## src/rtl/mem_port_arbiter.sv

```systemverilog
// Shares one single-ported, variable-latency memory between instruction fetch and the
// data stage: IDLE -> ISSUE -> WAIT -> DONE per transaction, with bounded fetch starvation.
module mem_port_arbiter #(
  parameter int AW           = 32,
  parameter int DW           = 32,
  parameter int STARVE_LIMIT = 4,
  parameter int TIMEOUT      = 255
) (
  input  logic          clk,
  input  logic          reset_b,
  input  logic          if_req,
  input  logic [AW-1:0] if_addr,
  output logic          if_ack,
  output logic [DW-1:0] if_rdata,
  input  logic          dm_req,
  input  logic          dm_we,
  input  logic [AW-1:0] dm_addr,
  input  logic [DW-1:0] dm_wdata,
  output logic          dm_ack,
  output logic [DW-1:0] dm_rdata,
  output logic          bus_err,
  output logic          mem_req,
  output logic          mem_we,
  output logic [AW-1:0] mem_addr,
  output logic [DW-1:0] mem_wdata,
  input  logic          mem_ready,
  input  logic [DW-1:0] mem_rdata,
  output logic [1:0]    dbg_state_o,
  output logic [3:0]    dbg_streak_o
);

  // Handshakes: if_req/dm_req are levels held until the matching one-cycle ack and are
  // sampled only in IDLE; mem_req is held until mem_ready is seen in ISSUE or WAIT.
  typedef enum logic [1:0] {
    S_IDLE  = 2'd0,
    S_ISSUE = 2'd1,
    S_WAIT  = 2'd2,
    S_DONE  = 2'd3
  } state_t;

  localparam logic [3:0] STREAK_MAX = 4'(STARVE_LIMIT);
  localparam logic [9:0] TMO_LAST   = 10'(TIMEOUT - 1);

  state_t        state_q;
  logic [3:0]    streak_q, streak_d;
  logic [9:0]    timer_q;
  logic          gnt_q, gnt_d;
  logic          tmo_hit, done_d;
  logic          if_ack_q, dm_ack_q, bus_err_q;
  logic          mem_req_q, mem_we_q;
  logic [AW-1:0] mem_addr_q;
  logic [DW-1:0] mem_wdata_q, if_rdata_q, dm_rdata_q;

  always_comb begin
    // Data wins ties (older instruction) until fetch has waited out STARVE_LIMIT grants.
    gnt_d    = dm_req & ~(if_req & (streak_q == STREAK_MAX));
    streak_d = '0;
    if (gnt_d && if_req)
      streak_d = (streak_q == STREAK_MAX) ? streak_q : streak_q + 4'd1;
    tmo_hit = (state_q == S_WAIT) && !mem_ready && (timer_q == TMO_LAST);
    done_d  = ((state_q == S_ISSUE) || (state_q == S_WAIT)) && (mem_ready || tmo_hit);
  end

  always_ff @(posedge clk or negedge reset_b) begin
    if (!reset_b) begin
      state_q     <= S_IDLE;
      streak_q    <= '0;
      timer_q     <= '0;
      gnt_q       <= 1'b0;
      if_ack_q    <= 1'b0;
      dm_ack_q    <= 1'b0;
      bus_err_q   <= 1'b0;
      mem_req_q   <= 1'b0;
      mem_we_q    <= 1'b0;
      mem_addr_q  <= '0;
      mem_wdata_q <= '0;
      if_rdata_q  <= '0;
      dm_rdata_q  <= '0;
    end else begin
      case (state_q)
        S_IDLE: begin
          if (if_req || dm_req) begin
            state_q     <= S_ISSUE;
            gnt_q       <= gnt_d;
            streak_q    <= streak_d;
            timer_q     <= '0;
            mem_req_q   <= 1'b1;
            mem_we_q    <= gnt_d & dm_we;
            mem_addr_q  <= gnt_d ? dm_addr : if_addr;
            mem_wdata_q <= gnt_d ? dm_wdata : '0;
          end
        end
        S_ISSUE, S_WAIT: begin
          // Timer only runs in WAIT; on expiry it lands exactly on TIMEOUT.
          if (state_q == S_WAIT && !mem_ready)
            timer_q <= timer_q + 10'd1;
          if (done_d) begin
            state_q   <= S_DONE;
            mem_req_q <= 1'b0;
            if_ack_q  <= ~gnt_q;
            dm_ack_q  <= gnt_q;
            bus_err_q <= tmo_hit;
            if (!gnt_q)
              if_rdata_q <= tmo_hit ? '0 : mem_rdata;
            else if (!mem_we_q)
              dm_rdata_q <= tmo_hit ? '0 : mem_rdata;
          end else begin
            state_q <= S_WAIT;
          end
        end
        S_DONE: begin
          state_q   <= S_IDLE;
          if_ack_q  <= 1'b0;
          dm_ack_q  <= 1'b0;
          bus_err_q <= 1'b0;
        end
        default: state_q <= S_IDLE;
      endcase
    end
  end

  assign if_ack       = if_ack_q;
  assign dm_ack       = dm_ack_q;
  assign bus_err      = bus_err_q;
  assign mem_req      = mem_req_q;
  assign mem_we       = mem_we_q;
  assign mem_addr     = mem_addr_q;
  assign mem_wdata    = mem_wdata_q;
  assign if_rdata     = if_rdata_q;
  assign dm_rdata     = dm_rdata_q;
  assign dbg_state_o  = state_q;
  assign dbg_streak_o = streak_q;

endmodule

```

## config.mk

```make
export PLATFORM = sky130hd
export DESIGN_NAME = mem_port_arbiter
export DESIGN_NICKNAME = d
export VERILOG_FILES = /design/src/rtl/mem_port_arbiter.sv
export SDC_FILE = /design/constraint.sdc
export NUM_CORES = 1
export LEC_CHECK = 0
export ABC_AREA = 1
export CORE_UTILIZATION = 47
export DETAILED_ROUTE_END_ITERATION = 16
export GPL_TIMING_DRIVEN = 0
export HOLD_SLACK_MARGIN = 0.05
export MAX_ROUTING_LAYER = met4
export PLACE_DENSITY_LB_ADDON = 0.15
export SLEW_MARGIN = 10
export SYNTH_ARGS = -nofsm -noshare
export SYNTH_HDL_FRONTEND = slang
export SYNTH_SLANG_ARGS = --single-unit
```

## constraint.sdc

```tcl
create_clock -name clk -period 2.35 [get_ports clk]
set_input_delay 0.235 -clock clk [delete_from_list [all_inputs] [get_ports clk]]
set_output_delay 0.235 -clock clk [all_outputs]
set_load 0.05 [all_outputs]
```

Word level (Yosys, flattened, before mapping)
Index checks and enable logic that the tools add are counted.

Add/subtract/negate cells: 2. Equal/unequal tests: 9. Multiplexer cells: 20. Bitwise logic cells: 6. Reductions and logical operators: 19.

Operator list (count): two-way mux 32 bit (3); two-way mux 10 bit (2); case mux 10 bit (2 select lines) (1); AND reduction 3 bit (4); adder 10 x 1 -> 10 bit, second input constant (1); equality test 10 x 8 -> 1 bit, second input constant (1); two-way mux 4 bit (2); != test 2 bit, second input constant (4); case mux 1 bit (2 select lines) (4); two-way mux 1 bit (6); case mux 2 bit (3 select lines) (1); adder 4 x 1 -> 4 bit, second input constant (1); equality test 2 bit, second input constant (2); equality test 4 x 3 -> 1 bit, second input constant (1); logical AND 1 bit (4); AND reduction 2 bit (2); AND reduction 4 bit (1); nonzero test 2 bit (2); AND 1 bit (3); logical OR 1 bit (3); inverter 1 bit (3); equality test 2 x 1 -> 1 bit, second input constant (1); zero test 2 bit (1); two-way mux 2 bit (1); other kinds (2) (2).

Bits in registers: 150. Output and inout port bits: 139. Logic and storage cells: 69.

Logic depth before layout (Yosys ltp)
Gate-level depths: netlist (run 1).

Depth in word-level cells: 7. Depth in mapped cells: 10. Mapped depth without buffers: 9.

Worst setup path before layout (run 1)
OpenSTA, ideal clock, no wires.

Path kind: register to register. Start: register state_q[0], in the netlist dbg_state_o[0]. End: register dm_rdata_q[22], in the netlist dm_rdata[22]. Library setup time: 0.066 ns. Arrival time: 1.934 ns. Required time: 2.284 ns. Slack: 0.350 ns. Cell stages (with the launch flop): 8. Buffers on the path: 3. Period minus slack after synthesis: 2.000 ns. Cells stage by stage: dfrtp_1 -> inv_1 -> ha_1 -> buf_2 -> buf_1 -> buf_1 -> nand4_1 -> nand2_1.

Word-level cells in the longest chain between the ends: 6. Elaborated cells between the ends (all ways): 10.

RTL lines: start: declaration (line 44) `state_t state_q;`; start signal: assignment (line 66) `state_q <= S_IDLE;`; start signal: assignment (line 83) `state_q <= S_ISSUE;`; start signal: assignment (line 98) `state_q <= S_DONE;`; equality test 2 bit (line 60, 61, 80); logical AND 1 bit (2 in series) (line 60) `tmo_hit = (state_q == S_WAIT) && !mem_ready && (timer_q == TMO_LAST);`; logical OR 1 bit (line 61) `done_d = ((state_q == S_ISSUE) || (state_q == S_WAIT)) && (mem_ready || tmo_hit);`; logical AND 1 bit (line 61); AND reduction 4 bit (no line); end signal: assignment (line 106) `dm_rdata_q <= tmo_hit ? '0 : mem_rdata;`; end: declaration (line 52) `logic [DW-1:0] mem_wdata_q, if_rdata_q, dm_rdata_q;`.

Parallel ways exist; a longest one is shown, timed or not. A chain may end at the register's enable or synchronous reset.

Worst setup path after layout (run 1)
Start: register state_q[0], in the netlist dbg_state_o[0]. End: register if_rdata_q[16], in the netlist if_rdata[16].

Word-level cells in the longest chain between the ends: 6. Elaborated cells between the ends (all ways): 10.

RTL lines: equality test 2 bit (line 60, 61, 80); logical AND 1 bit (2 in series) (line 60); logical OR 1 bit (line 61); logical AND 1 bit (line 61); AND reduction 3 bit (no line); end signal: assignment (line 104) `if_rdata_q <= tmo_hit ? '0 : mem_rdata;`; end: declaration (line 52).

Parallel ways exist; a longest one is shown, timed or not.

==> flow_results.xml, run 1 <==
<?xml version="1.0" encoding="UTF-8"?>
<metrics>
  <group name="outcome">
    <metric name="result_of_the_run" unit="">complete, no violations</metric>
  </group>
  <group name="floorplanning">
    <metric name="die_area" unit="mm2">0.01506</metric>
    <metric name="design.core.area" unit="mm2">0.01404</metric>
    <metric name="die-height" unit="um">122.7</metric>
    <metric name="die_x" unit="um">122.7</metric>
    <metric name="core.rowCount" unit="">43</metric>
    <metric name="initial_core_util" unit="">0.4878</metric>
    <metric name="io_pins" unit="">273</metric>
  </group>
  <group name="critical_path">
    <metric name="crit_path_cell_trace" unit="">inv_1 &gt; ha_1 &gt; buf_2 &gt; buf_1 &gt; clkbuf_1 &gt; nand4_1 &gt; nand2_1</metric>
    <metric name="worst-endpoint-required" unit="ns">2.71</metric>
    <metric name="critical_path.slowest_cell" unit="">sky130_fd_sc_hd__clkbuf_1</metric>
    <metric name="crit_path_end_kind" unit="">flop</metric>
    <metric name="critical_path_type" unit="">reg2reg</metric>
    <metric name="crit_arrival" unit="ns">2.46</metric>
    <metric name="r2r-start" unit="">dbg_state_o[0]$_DFFE_PN0P_</metric>
    <metric name="r2r-end" unit="">if_rdata[16]$_DFFE_PN0P_</metric>
    <metric name="worst_r2r_path_cells" unit="">7</metric>
    <metric name="worst-r2r-setup-slack" unit="ns">0.25</metric>
    <metric name="path_delay_family" unit="">buffers and inverters</metric>
    <metric name="setup.worst_path.start_class" unit="">flop</metric>
    <metric name="path_max_fanout" unit="">10</metric>
    <metric name="timing.critical_path.slowest_cell_delay" unit="ns">0.42</metric>
    <metric name="combined_buffer_and_inverter_count_along_the_critical_path" unit="">4</metric>
  </group>
  <group name="synthesis">
    <metric name="library_cell_occupying_the_most_area_in_the_post_synthesis_netlist" unit="">sky130_fd_sc_hd__dfrtp_1</metric>
    <metric name="syn_area_cell" unit="um2">8.253</metric>
    <metric name="synthesis.nets" unit="">971</metric>
    <metric name="yosys_warnings" unit="">0</metric>
    <metric name="netlist.area_leader.share" unit="">0.5479</metric>
    <metric name="netlist_area" unit="mm2">0.006850</metric>
    <metric name="ys_flop_type" unit="">sky130_fd_sc_hd__dfrtp_1</metric>
    <metric name="yosys_register_bits" unit="">150</metric>
    <metric name="synthCells" unit="">830</metric>
    <metric name="synth_commonest_cells" unit="">sky130_fd_sc_hd__nand2_1, sky130_fd_sc_hd__dfrtp_1, sky130_fd_sc_hd__nand4_1, sky130_fd_sc_hd__a21oi_1, sky130_fd_sc_hd__inv_1</metric>
    <metric name="synth.lib_cells_used.distinct" unit="">24</metric>
    <metric name="synth-async-reset-ratio" unit="">1.000</metric>
    <metric name="synth_enable_flop_cells" unit="">0</metric>
    <metric name="netlist_top_cells_area" unit="">sky130_fd_sc_hd__dfrtp_1, sky130_fd_sc_hd__nand2_1, sky130_fd_sc_hd__nand4_1</metric>
    <metric name="synth.yosys.seq_area_share" unit="">0.5479</metric>
    <metric name="count_leader_synth" unit="">sky130_fd_sc_hd__nand2_1</metric>
  </group>
  <group name="route">
    <metric name="remaining_drc_errors" unit="">0</metric>
    <metric name="vias" unit="">6785</metric>
    <metric name="vias_per_cell" unit="">5.156</metric>
    <metric name="drt_initial_violations" unit="">467</metric>
    <metric name="routed_wire_length_per_instance" unit="um">16.10</metric>
    <metric name="antenna_violating_nets_left" unit="">0</metric>
    <metric name="drt_first_pass_iters" unit="">5</metric>
    <metric name="routed_wl" unit="um">21190</metric>
  </group>
  <group name="sta">
    <metric name="final-max-slew-violation-count" unit="">0</metric>
    <metric name="fin_tns_setup" unit="ns">0</metric>
    <metric name="number_of_hold_violations_in_the_final_report" unit="">0</metric>
    <metric name="setup_viol" unit="">0</metric>
    <metric name="period_needed" unit="ns">2.105</metric>
    <metric name="skew" unit="ns">0.01113</metric>
    <metric name="worst_pin_slew" unit="ns">0.6308</metric>
    <metric name="layout_worst_path_cycle_share" unit="">0.8955</metric>
    <metric name="fmax" unit="MHz">475.2</metric>
    <metric name="rsz0062_at_grt" unit="">false</metric>
    <metric name="timing.max_slew.rel_slack" unit="">0.5766</metric>
  </group>
  <group name="cts">
    <metric name="post_cts.repair.setup_buffers" unit="">0</metric>
    <metric name="clkTransAtPathRegs" unit="ns">0.06</metric>
    <metric name="cts.htree.levels" unit="">4</metric>
    <metric name="tritoncts" unit="">yes</metric>
    <metric name="clk_latency" unit="ns">0.42</metric>
    <metric name="tritoncts.num_buffers" unit="">17</metric>
    <metric name="cts.root.buffer_cell" unit="">sky130_fd_sc_hd__clkbuf_16</metric>
    <metric name="clock-sinks" unit="">150</metric>
    <metric name="post_cts_resize_count" unit="">0</metric>
    <metric name="clk_path_buf_depth" unit="">2</metric>
  </group>
  <group name="placement">
    <metric name="hpwl" unit="um">15330</metric>
    <metric name="detailed_place.area" unit="mm2">0.009831</metric>
    <metric name="place_inst" unit="">1283</metric>
    <metric name="port_buffers" unit="">272</metric>
    <metric name="finalWeightedCongestion" unit="">0.8944</metric>
  </group>
  <group name="finish">
    <metric name="final_layout_size_suffix_gt1_frac" unit="">0.06602</metric>
    <metric name="post-route-cell-area" unit="mm2">0.01045</metric>
    <metric name="nNetsFinal" unit="">1264</metric>
    <metric name="non_filler_instance_count_after_layout" unit="">1316</metric>
    <metric name="antenna-diode-count" unit="">0</metric>
    <metric name="area_growth_syn_to_layout" unit="%">52.55</metric>
    <metric name="postLayoutCoreUtil" unit="">0.7442</metric>
  </group>
  <group name="power">
    <metric name="ir_worst_vdd" unit="uV">782.3</metric>
    <metric name="p_leak" unit="nW">5.065</metric>
    <metric name="power_density" unit="mW/mm2">1579</metric>
    <metric name="total_power" unit="mW">16.50</metric>
  </group>
  <group name="grt">
    <metric name="track_usage" unit="">0.2991</metric>
    <metric name="grt_antenna_before_repair" unit="">0</metric>
    <metric name="via_count_of_the_first_global_routing_pass" unit="">6759</metric>
    <metric name="first_pass_grt_wire_length" unit="um">33530</metric>
    <metric name="globalRouteOverflowTotal" unit="">0</metric>
    <metric name="largest_net_degree_at_the_start_of_global_routing" unit="">110</metric>
  </group>
  <group name="flow_run">
    <metric name="timing.max_cap.violations" unit="">0</metric>
  </group>
  <group name="worst_hold_path">
    <metric name="holdCritPathClass" unit="">in2async</metric>
  </group>
</metrics>
layer usage:
| layer | wire (um) | GRT usage |
|---|---|---|
| met1 | 8668 | 0.3543 |
| met2 | 10480 | 0.4902 |
| met4 | 442 | 0.1059 |
| met5 | 0 | - |
| met3 | 1605 | 0.07946 |
through the flow:
stage / hold slack, ns / worst slack [ns]
2_1_floorplan: -0.06059 / 0.3500
3_3_place_gp: 0.4613 / -5.078
3_5_place_dp: 0.1394 / 0.1893
4_1_cts: 0.2944 / 0.2222
5_1_grt: 0.3178 / 0.1235
6_report: 0.2913 / 0.2455
sequential cells by signal, indices dropped and copies added (netlist names):
signal and cells:
dbg_state_o 2, mem_addr 32, if_rdata 32, dm_ack 1
mem_req 1, dbg_streak_o 4, mem_wdata 32, bus_err 1
timer_q 10, mem_we 1, if_ack 1, gnt_q 1
dm_rdata 32
how the worst max path moves through the flow:
| stage | from | cells after the start | to | slack (ns) |
|---|---|---|---|---|
| after CTS | dbg_state_o[0]$_DFFE_PN0P_ | 7 | dm_rdata[14]$_DFFE_PN0P_ | 0.22 |
| after floorplan | dbg_state_o[0]$_DFFE_PN0P_ | 7 | dm_rdata[22]$_DFFE_PN0P_ | 0.35 |
| after global placement | reset_b | 1 | mem_wdata[9]$_DFFE_PN0P_ | -5.08 |
| final | dbg_state_o[0]$_DFFE_PN0P_ | 7 | if_rdata[16]$_DFFE_PN0P_ | 0.25 |
| after global routing | dbg_state_o[1]$_DFFE_PN0P_ | 7 | dm_rdata[21]$_DFFE_PN0P_ | 0.12 |
| after detailed placement | if_req | 6 | mem_addr[23]$_DFFE_PN0P_ | 0.19 |
cells by family (layout without fill, tap and decap cells):
kind of cell / after synthesis / in the layout / share of synthesized area
AO/OA/AOI/OAI: 82 / 82 / 0.06027
XOR/XNOR: 2 / 2 / 0.002558
adder cells (fa/ha/maj): 7 / 7 / 0.01278
buffers and inverters: 112 / 418 / 0.06995
flip-flops: 150 / 150 / 0.5479
AND/OR/NAND/NOR: 477 / 477 / 0.3065
cell usage in the layout, fill, tap and decap left out, drive strengths merged:
cell             n
nand2          300
clkdlybuf4s50  271
dfrtp          150
nand4           74
a21oi           66
inv             56
nand3           53
nor2            46
clkbuf          44
buf             34
o21ai           15
ha               7
clkinv           5
clkinvlp         4
bufinv           3
or2              2
nor3             2
xor2             2
o31ai            1
dlygate4sd3      1
power by group:
part,internal (mW),switching (mW)
Clock,1.72,1.09
Combinational,2.85,6.44
Sequential,3.70,0.698
Total,8.28,8.23
worst register-to-register path, cell delays in order, from the launching register on:
cell                       delay, ns
sky130_fd_sc_hd__dfrtp_1        0.38
sky130_fd_sc_hd__inv_1          0.09
sky130_fd_sc_hd__ha_1           0.27
sky130_fd_sc_hd__buf_2          0.18
sky130_fd_sc_hd__buf_1          0.41
sky130_fd_sc_hd__clkbuf_1       0.42
sky130_fd_sc_hd__nand4_1        0.19
sky130_fd_sc_hd__nand2_1        0.09
cell type report:
cell class	count	area, um2
sequential	150	3754
fill	1085	3592
timing repair buffer	274	2765
multi-input combinational	568	2618
clock buffer	20	456.7
buffer	56	269.0
tap	180	225.2
inverter	56	210.2
clock inverter	12	152.6
what timing repair did:
action	4_1_cts	5_1_grt
hold buffers	1	0
hold endpoints to repair	41	0
setup endpoints to repair	0	0
(Power assumes the default switching activity.)
==> inputs of run 2 (changes only) <==
--- a/config.mk
+++ b/config.mk
@@ -6,6 +6,7 @@
 export NUM_CORES = 1
 export LEC_CHECK = 0
 export ABC_AREA = 1
+export CORE_MARGIN = 8
 export CORE_UTILIZATION = 47
 export DETAILED_ROUTE_END_ITERATION = 16
 export GPL_TIMING_DRIVEN = 0
==> run 2 against run 1 <==
Effect of this change: clock skew down 0.00069 ns; design area hardly changed; sequential share of layout area is essentially flat; worst setup slack worse by 0.053 ns; highest routed layer unchanged.
==> flow_results.xml, run 2 (synthesis results as in run 1) <==
<?xml version="1.0" encoding="UTF-8"?>
<metrics>
  <group name="finish">
    <metric name="final_layout_size_suffix_gt1_frac" unit="">0.06162</metric>
    <metric name="nFillCells" unit="">1139</metric>
    <metric name="most-common-layout-cells" unit="">sky130_fd_sc_hd__nand2_1, sky130_fd_sc_hd__clkdlybuf4s50_1, sky130_fd_sc_hd__dfrtp_1</metric>
    <metric name="multiInputGateArea" unit="mm2">0.002618</metric>
    <metric name="area_growth_syn_to_layout" unit="%">52.60</metric>
    <metric name="nNetsFinal" unit="">1264</metric>
    <metric name="layout.cells.most_common" unit="">sky130_fd_sc_hd__nand2_1</metric>
    <metric name="post-route-cell-area" unit="mm2">0.01045</metric>
    <metric name="layout.area.seq" unit="mm2">0.003754</metric>
    <metric name="antenna-diode-count" unit="">0</metric>
    <metric name="postLayoutCoreUtil" unit="">0.7275</metric>
  </group>
  <group name="floorplanning">
    <metric name="initial_core_util" unit="">0.4768</metric>
    <metric name="die-height" unit="um">136.7</metric>
    <metric name="design.core.area" unit="mm2">0.01437</metric>
    <metric name="die_area" unit="mm2">0.01869</metric>
    <metric name="die_x" unit="um">136.7</metric>
    <metric name="core.rowCount" unit="">44</metric>
    <metric name="io_pins" unit="">273</metric>
  </group>
  <group name="sta">
    <metric name="fin_tns_setup" unit="ns">0</metric>
    <metric name="worst_pin_slew" unit="ns">0.5949</metric>
    <metric name="period_needed" unit="ns">2.158</metric>
    <metric name="timing.max_slew.rel_slack" unit="">0.6021</metric>
    <metric name="skew" unit="ns">0.01043</metric>
    <metric name="number_of_hold_violations_in_the_final_report" unit="">0</metric>
    <metric name="final-max-slew-violation-count" unit="">0</metric>
    <metric name="layout_worst_path_cycle_share" unit="">0.9182</metric>
    <metric name="fmax" unit="MHz">463.4</metric>
    <metric name="rsz0062_at_grt" unit="">false</metric>
    <metric name="setup_viol" unit="">0</metric>
  </group>
  <group name="grt">
    <metric name="grt_antenna_before_repair" unit="">0</metric>
    <metric name="globalRouteOverflowTotal" unit="">0</metric>
    <metric name="largest_net_degree_at_the_start_of_global_routing" unit="">85</metric>
    <metric name="via_count_of_the_first_global_routing_pass" unit="">6775</metric>
    <metric name="first_pass_grt_wire_length" unit="um">35370</metric>
    <metric name="track_usage" unit="">0.2509</metric>
  </group>
  <group name="critical_path">
    <metric name="r2r-end" unit="">dm_rdata[14]$_DFFE_PN0P_</metric>
    <metric name="setup.worst_path.start_class" unit="">flop</metric>
    <metric name="crit_path_end_kind" unit="">flop</metric>
    <metric name="critical_path.slowest_cell" unit="">sky130_fd_sc_hd__buf_1</metric>
    <metric name="crit_arrival" unit="ns">2.52</metric>
    <metric name="path_max_fanout" unit="">10</metric>
    <metric name="critical_path_type" unit="">reg2reg</metric>
    <metric name="worst-r2r-setup-slack" unit="ns">0.19</metric>
    <metric name="worst-endpoint-required" unit="ns">2.71</metric>
    <metric name="timing.critical_path.slowest_cell_delay" unit="ns">0.45</metric>
    <metric name="r2r-start" unit="">dbg_state_o[1]$_DFFE_PN0P_</metric>
    <metric name="crit_path_cell_trace" unit="">inv_1 &gt; ha_1 &gt; buf_2 &gt; buf_1 &gt; clkbuf_1 &gt; nand4_1 &gt; nand2_1</metric>
    <metric name="worst_r2r_path_cells" unit="">7</metric>
  </group>
  <group name="outcome">
    <metric name="result_of_the_run" unit="">complete, no violations</metric>
  </group>
  <group name="placement">
    <metric name="port_buffers" unit="">272</metric>
    <metric name="detailed_place.area" unit="mm2">0.009836</metric>
    <metric name="hpwl" unit="um">17180</metric>
    <metric name="finalWeightedCongestion" unit="">0.8412</metric>
  </group>
  <group name="route">
    <metric name="routed_wire_length_per_instance" unit="um">17.08</metric>
    <metric name="vias" unit="">6685</metric>
    <metric name="routed_wl" unit="um">22540</metric>
    <metric name="remaining_drc_errors" unit="">0</metric>
    <metric name="antenna_violating_nets_left" unit="">0</metric>
    <metric name="drt_first_pass_iters" unit="">4</metric>
    <metric name="drt_initial_violations" unit="">440</metric>
    <metric name="vias_per_cell" unit="">5.064</metric>
  </group>
  <group name="cts">
    <metric name="tritoncts.num_buffers" unit="">17</metric>
    <metric name="post_cts_resize_count" unit="">0</metric>
    <metric name="cts.htree.levels" unit="">4</metric>
    <metric name="clk_latency" unit="ns">0.42</metric>
    <metric name="clkTransAtPathRegs" unit="ns">0.06</metric>
    <metric name="clock-sinks" unit="">150</metric>
    <metric name="tritoncts" unit="">yes</metric>
    <metric name="cts.root.buffer_cell" unit="">sky130_fd_sc_hd__clkbuf_16</metric>
    <metric name="clk_path_buf_depth" unit="">2</metric>
  </group>
  <group name="flow_run">
    <metric name="timing.max_cap.violations" unit="">0</metric>
  </group>
  <group name="power">
    <metric name="p_leak" unit="nW">5.070</metric>
    <metric name="power_density" unit="mW/mm2">1583</metric>
    <metric name="total_power" unit="mW">16.55</metric>
    <metric name="ir_worst_vdd" unit="uV">864.5</metric>
  </group>
  <group name="worst_hold_path">
    <metric name="holdCritPathClass" unit="">in2async</metric>
  </group>
</metrics>
## run 2: timing repair
action	in CTS	in global routing
setup buffers	0	0
endpoints found under the hold margin	66	0
setup endpoints to repair	0	0
hold buffers	1	0
## run 2: critical path: cells and delay by family (launching register included)
kind	cells	cell delay [ns]
buf+inv	4	1.15
flops	1	0.41
fa+ha+maj	1	0.27
simple gates	2	0.26
## run 2: area by class of cell
class | instances | share of cell area
Sequential cell | 150 | 0.3591
Timing Repair Buffer | 274 | 0.2645
Multi-Input combinational cell | 568 | 0.2504
Clock buffer | 24 | 0.04417
Buffer | 56 | 0.02573
Tap cell | 184 | 0.02202
Inverter | 56 | 0.02011
Clock inverter | 8 | 0.01400
## run 2: worst max-delay path by stage
stage	startpoint	to	slack, ns
after floorplan	dbg_state_o[0]$_DFFE_PN0P_	dm_rdata[22]$_DFFE_PN0P_	0.35
after global placement	reset_b	mem_wdata[6]$_DFFE_PN0P_	-5.19
after detailed placement	if_req	mem_wdata[0]$_DFFE_PN0P_	0.19
after CTS	dbg_state_o[1]$_DFFE_PN0P_	dm_rdata[14]$_DFFE_PN0P_	0.21
after global routing	dbg_state_o[1]$_DFFE_PN0P_	dm_rdata[4]$_DFFE_PN0P_	0.03
final	dbg_state_o[1]$_DFFE_PN0P_	dm_rdata[14]$_DFFE_PN0P_	0.19
## run 2: power by group
group / switching [mW] / internal, mW / leakage, nW
sequential: 0.677 / 3.70 / 1.88
clock: 1.04 / 1.81 / 0.293
combinational: 6.47 / 2.86 / 2.90
total: 8.19 / 8.36 / 5.07
## run 2: per-layer routing
metal	routed length, um	vias up	global-route usage
met5	0	-	-
met1	8824	3107	0.2854
met2	10890	245	0.3980
met4	425	0	0.07627
met3	2399	32	0.1028
li1	-	3301	-
## run 2: per-stage QoR
step / instances / setup slack [ns] / hold slack (ns)
global placement: 1286 / -5.189 / 0.4615
finish: 1320 / 0.1922 / 0.3491
detailed placement: 1287 / 0.1925 / 0.2257
CTS: 1320 / 0.2133 / 0.3473
floorplan: 830 / 0.3500 / -0.06059
global route: 1320 / 0.02596 / 0.3554
==> inputs of run 3 (changes only) <==
--- a/config.mk
+++ b/config.mk
@@ -7,7 +7,8 @@
 export LEC_CHECK = 0
 export ABC_AREA = 1
 export CORE_MARGIN = 8
-export CORE_UTILIZATION = 47
+export CORE_UTILIZATION = 49
+export CTS_BUF_LIST = sky130_fd_sc_hd__clkbuf_4 sky130_fd_sc_hd__clkbuf_8
 export DETAILED_ROUTE_END_ITERATION = 16
 export GPL_TIMING_DRIVEN = 0
 export HOLD_SLACK_MARGIN = 0.05
==> run 3 against run 2 <==
Effect of this change: die area is 3.6% lower; clock-buffer cell count down 7; worst setup slack better by 0.0086 ns; global-route usage up 0.96 points; critical endpoint is now dm_rdata[6]$_DFFE_PN0P_; highest routed layer unchanged.
==> flow_results.xml, run 3 (synthesis results as in run 1) <==
<?xml version="1.0" encoding="UTF-8"?>
<metrics>
  <group name="finish">
    <metric name="non_filler_instance_count_after_layout" unit="">1316</metric>
    <metric name="final_layout_size_suffix_gt1_frac" unit="">0.06690</metric>
    <metric name="post-route-cell-area" unit="mm2">0.01027</metric>
    <metric name="antenna-diode-count" unit="">0</metric>
    <metric name="area_growth_syn_to_layout" unit="%">49.86</metric>
    <metric name="nNetsFinal" unit="">1264</metric>
    <metric name="most-common-layout-cells" unit="">sky130_fd_sc_hd__nand2_1, sky130_fd_sc_hd__clkdlybuf4s50_1, sky130_fd_sc_hd__dfrtp_1</metric>
    <metric name="layout.cells.most_common" unit="">sky130_fd_sc_hd__nand2_1</metric>
    <metric name="postLayoutCoreUtil" unit="">0.7454</metric>
  </group>
  <group name="sta">
    <metric name="final-max-slew-violation-count" unit="">0</metric>
    <metric name="period_needed" unit="ns">2.149</metric>
    <metric name="timing.max_slew.rel_slack" unit="">0.5951</metric>
    <metric name="number_of_hold_violations_in_the_final_report" unit="">0</metric>
    <metric name="fin_tns_setup" unit="ns">0</metric>
    <metric name="rsz0062_at_grt" unit="">false</metric>
    <metric name="fmax" unit="MHz">465.3</metric>
    <metric name="layout_worst_path_cycle_share" unit="">0.9146</metric>
    <metric name="skew" unit="ns">0.01322</metric>
    <metric name="setup_viol" unit="">0</metric>
    <metric name="worst_pin_slew" unit="ns">0.6054</metric>
  </group>
  <group name="floorplanning">
    <metric name="die_area" unit="mm2">0.01802</metric>
    <metric name="io_pins" unit="">273</metric>
    <metric name="design.core.area" unit="mm2">0.01377</metric>
    <metric name="initial_core_util" unit="">0.4974</metric>
    <metric name="core.rowCount" unit="">43</metric>
    <metric name="die_x" unit="um">134.2</metric>
    <metric name="die-height" unit="um">134.2</metric>
  </group>
  <group name="grt">
    <metric name="via_count_of_the_first_global_routing_pass" unit="">6859</metric>
    <metric name="grt_antenna_before_repair" unit="">0</metric>
    <metric name="largest_net_degree_at_the_start_of_global_routing" unit="">98</metric>
    <metric name="first_pass_grt_wire_length" unit="um">36010</metric>
    <metric name="track_usage" unit="">0.2604</metric>
    <metric name="globalRouteOverflowTotal" unit="">0</metric>
  </group>
  <group name="critical_path">
    <metric name="crit_arrival" unit="ns">2.54</metric>
    <metric name="worst-r2r-setup-slack" unit="ns">0.20</metric>
    <metric name="setup.worst_path.start_class" unit="">flop</metric>
    <metric name="path_max_fanout" unit="">10</metric>
    <metric name="worst-endpoint-required" unit="ns">2.75</metric>
    <metric name="r2r-end" unit="">dm_rdata[6]$_DFFE_PN0P_</metric>
    <metric name="worst_r2r_path_cells" unit="">7</metric>
    <metric name="r2r-start" unit="">dbg_state_o[1]$_DFFE_PN0P_</metric>
    <metric name="critical_path_type" unit="">reg2reg</metric>
    <metric name="crit_path_end_kind" unit="">flop</metric>
  </group>
  <group name="cts">
    <metric name="clkTransAtPathRegs" unit="ns">0.09</metric>
    <metric name="clk_path_buf_depth" unit="">2</metric>
    <metric name="clock-sinks" unit="">150</metric>
    <metric name="tritoncts" unit="">yes</metric>
    <metric name="clk_latency" unit="ns">0.45</metric>
    <metric name="post_cts_resize_count" unit="">0</metric>
    <metric name="cts.root.buffer_cell" unit="">sky130_fd_sc_hd__clkbuf_8</metric>
    <metric name="cts.htree.levels" unit="">4</metric>
    <metric name="tritoncts.num_buffers" unit="">17</metric>
  </group>
  <group name="placement">
    <metric name="hpwl" unit="um">17050</metric>
    <metric name="port_buffers" unit="">272</metric>
    <metric name="place_inst" unit="">1283</metric>
    <metric name="finalWeightedCongestion" unit="">0.8911</metric>
    <metric name="detailed_place.area" unit="mm2">0.009831</metric>
  </group>
  <group name="worst_hold_path">
    <metric name="holdCritPathClass" unit="">in2async</metric>
  </group>
  <group name="power">
    <metric name="swShare" unit="">0.5190</metric>
    <metric name="power_density" unit="mW/mm2">1542</metric>
    <metric name="p_sw" unit="mW">8.218</metric>
    <metric name="pwr-share-clk" unit="">0.134</metric>
    <metric name="combinationalPowerShare" unit="">0.590</metric>
    <metric name="ir_worst_vdd" unit="uV">747.7</metric>
    <metric name="internal-power" unit="mW">7.616</metric>
    <metric name="seq_power_share" unit="">0.276</metric>
    <metric name="p_leak" unit="nW">4.981</metric>
  </group>
  <group name="route">
    <metric name="routed_wire_length_per_instance" unit="um">17.02</metric>
    <metric name="vias" unit="">6830</metric>
    <metric name="drt_initial_violations" unit="">431</metric>
    <metric name="vias_per_cell" unit="">5.190</metric>
    <metric name="drt_first_pass_iters" unit="">4</metric>
    <metric name="remaining_drc_errors" unit="">0</metric>
    <metric name="routed_wl" unit="um">22400</metric>
    <metric name="antenna_violating_nets_left" unit="">0</metric>
  </group>
  <group name="outcome">
    <metric name="result_of_the_run" unit="">complete, no violations</metric>
  </group>
  <group name="flow_run">
    <metric name="timing.max_cap.violations" unit="">0</metric>
  </group>
</metrics>
## run 3: cell types whose count changed in the layout (fill, tap and decap cells not counted), sizes merged
cell,change
clkinvlp,+2
bufinv,-1
clkinv,+1
clkbuf,-7
inv,+5
## run 3: how the worst max path moves through the flow
stage / cells past startpoint / slack, ns / endpoint / from
global placement: 1 / -5.09 / mem_addr[3]$_DFFE_PN0P_ / reset_b
finish: 7 / 0.20 / dm_rdata[6]$_DFFE_PN0P_ / dbg_state_o[1]$_DFFE_PN0P_
global route: 7 / 0.03 / if_rdata[10]$_DFFE_PN0P_ / dbg_state_o[1]$_DFFE_PN0P_
detailed placement: 7 / 0.21 / timer_q[2]$_DFFE_PN0P_ / if_req
CTS: 7 / 0.20 / dm_rdata[6]$_DFFE_PN0P_ / dbg_state_o[1]$_DFFE_PN0P_
floorplan: 7 / 0.35 / dm_rdata[22]$_DFFE_PN0P_ / dbg_state_o[0]$_DFFE_PN0P_
## run 3: layout make-up
class / instances / area (um2)
clock inverters: 15 / 191.4
plain buffers: 56 / 269.0
clock buffers: 17 / 234.0
well taps: 180 / 225.2
repair buffers: 274 / 2765
inverters: 56 / 210.2
flip-flops and latches: 150 / 3754
fillers: 1050 / 3507
multi-input cells: 568 / 2618
## run 3: worst max-delay path: stages (launching register included)
cell	delay (ns)
sky130_fd_sc_hd__dfrtp_1	0.43
sky130_fd_sc_hd__inv_1	0.06
sky130_fd_sc_hd__ha_1	0.26
sky130_fd_sc_hd__buf_2	0.18
sky130_fd_sc_hd__buf_1	0.46
sky130_fd_sc_hd__clkbuf_1	0.44
sky130_fd_sc_hd__nand4_1	0.17
sky130_fd_sc_hd__nand2_1	0.10
## run 3: through the flow
stage               setup WS [ns]  total power [mW]  hold slack (ns)
floorplan                  0.3500             10.36         -0.06059
global placement           -5.088             13.61           0.4589
detailed placement         0.2074             13.74           0.1839
CTS                        0.2010             15.92           0.2779
global route              0.02742             16.73           0.3068
finish                     0.2008             15.83           0.2677
## run 3: power by group through the flow
| stage | Combinational, mW | Clock [mW] | Sequential [mW] |
|---|---|---|---|
| 2_1_floorplan | 2.49 | 0 | 7.87 |
| 3_3_place_gp | 9.25 | 0 | 4.36 |
| 3_5_place_dp | 9.35 | 0 | 4.39 |
| 4_1_cts | 9.40 | 2.17 | 4.35 |
| 5_1_grt | 9.95 | 2.29 | 4.49 |
| 6_report | 9.34 | 2.13 | 4.36 |
## run 3: what timing repair did
item / 4_1_cts / 5_1_grt
setup buffers: 0 / 0
hold endpoints to repair: 53 / 0
endpoints found under the setup margin: 0 / 0
hold buffers: 1 / 0
## run 3: layer usage
metal	wire length, um	up-vias	track usage
met3	2261	38	0.09274
li1	-	3302	-
met2	10880	274	0.4182
met5	0	-	-
met4	490	0	0.08983
met1	8770	3216	0.2971
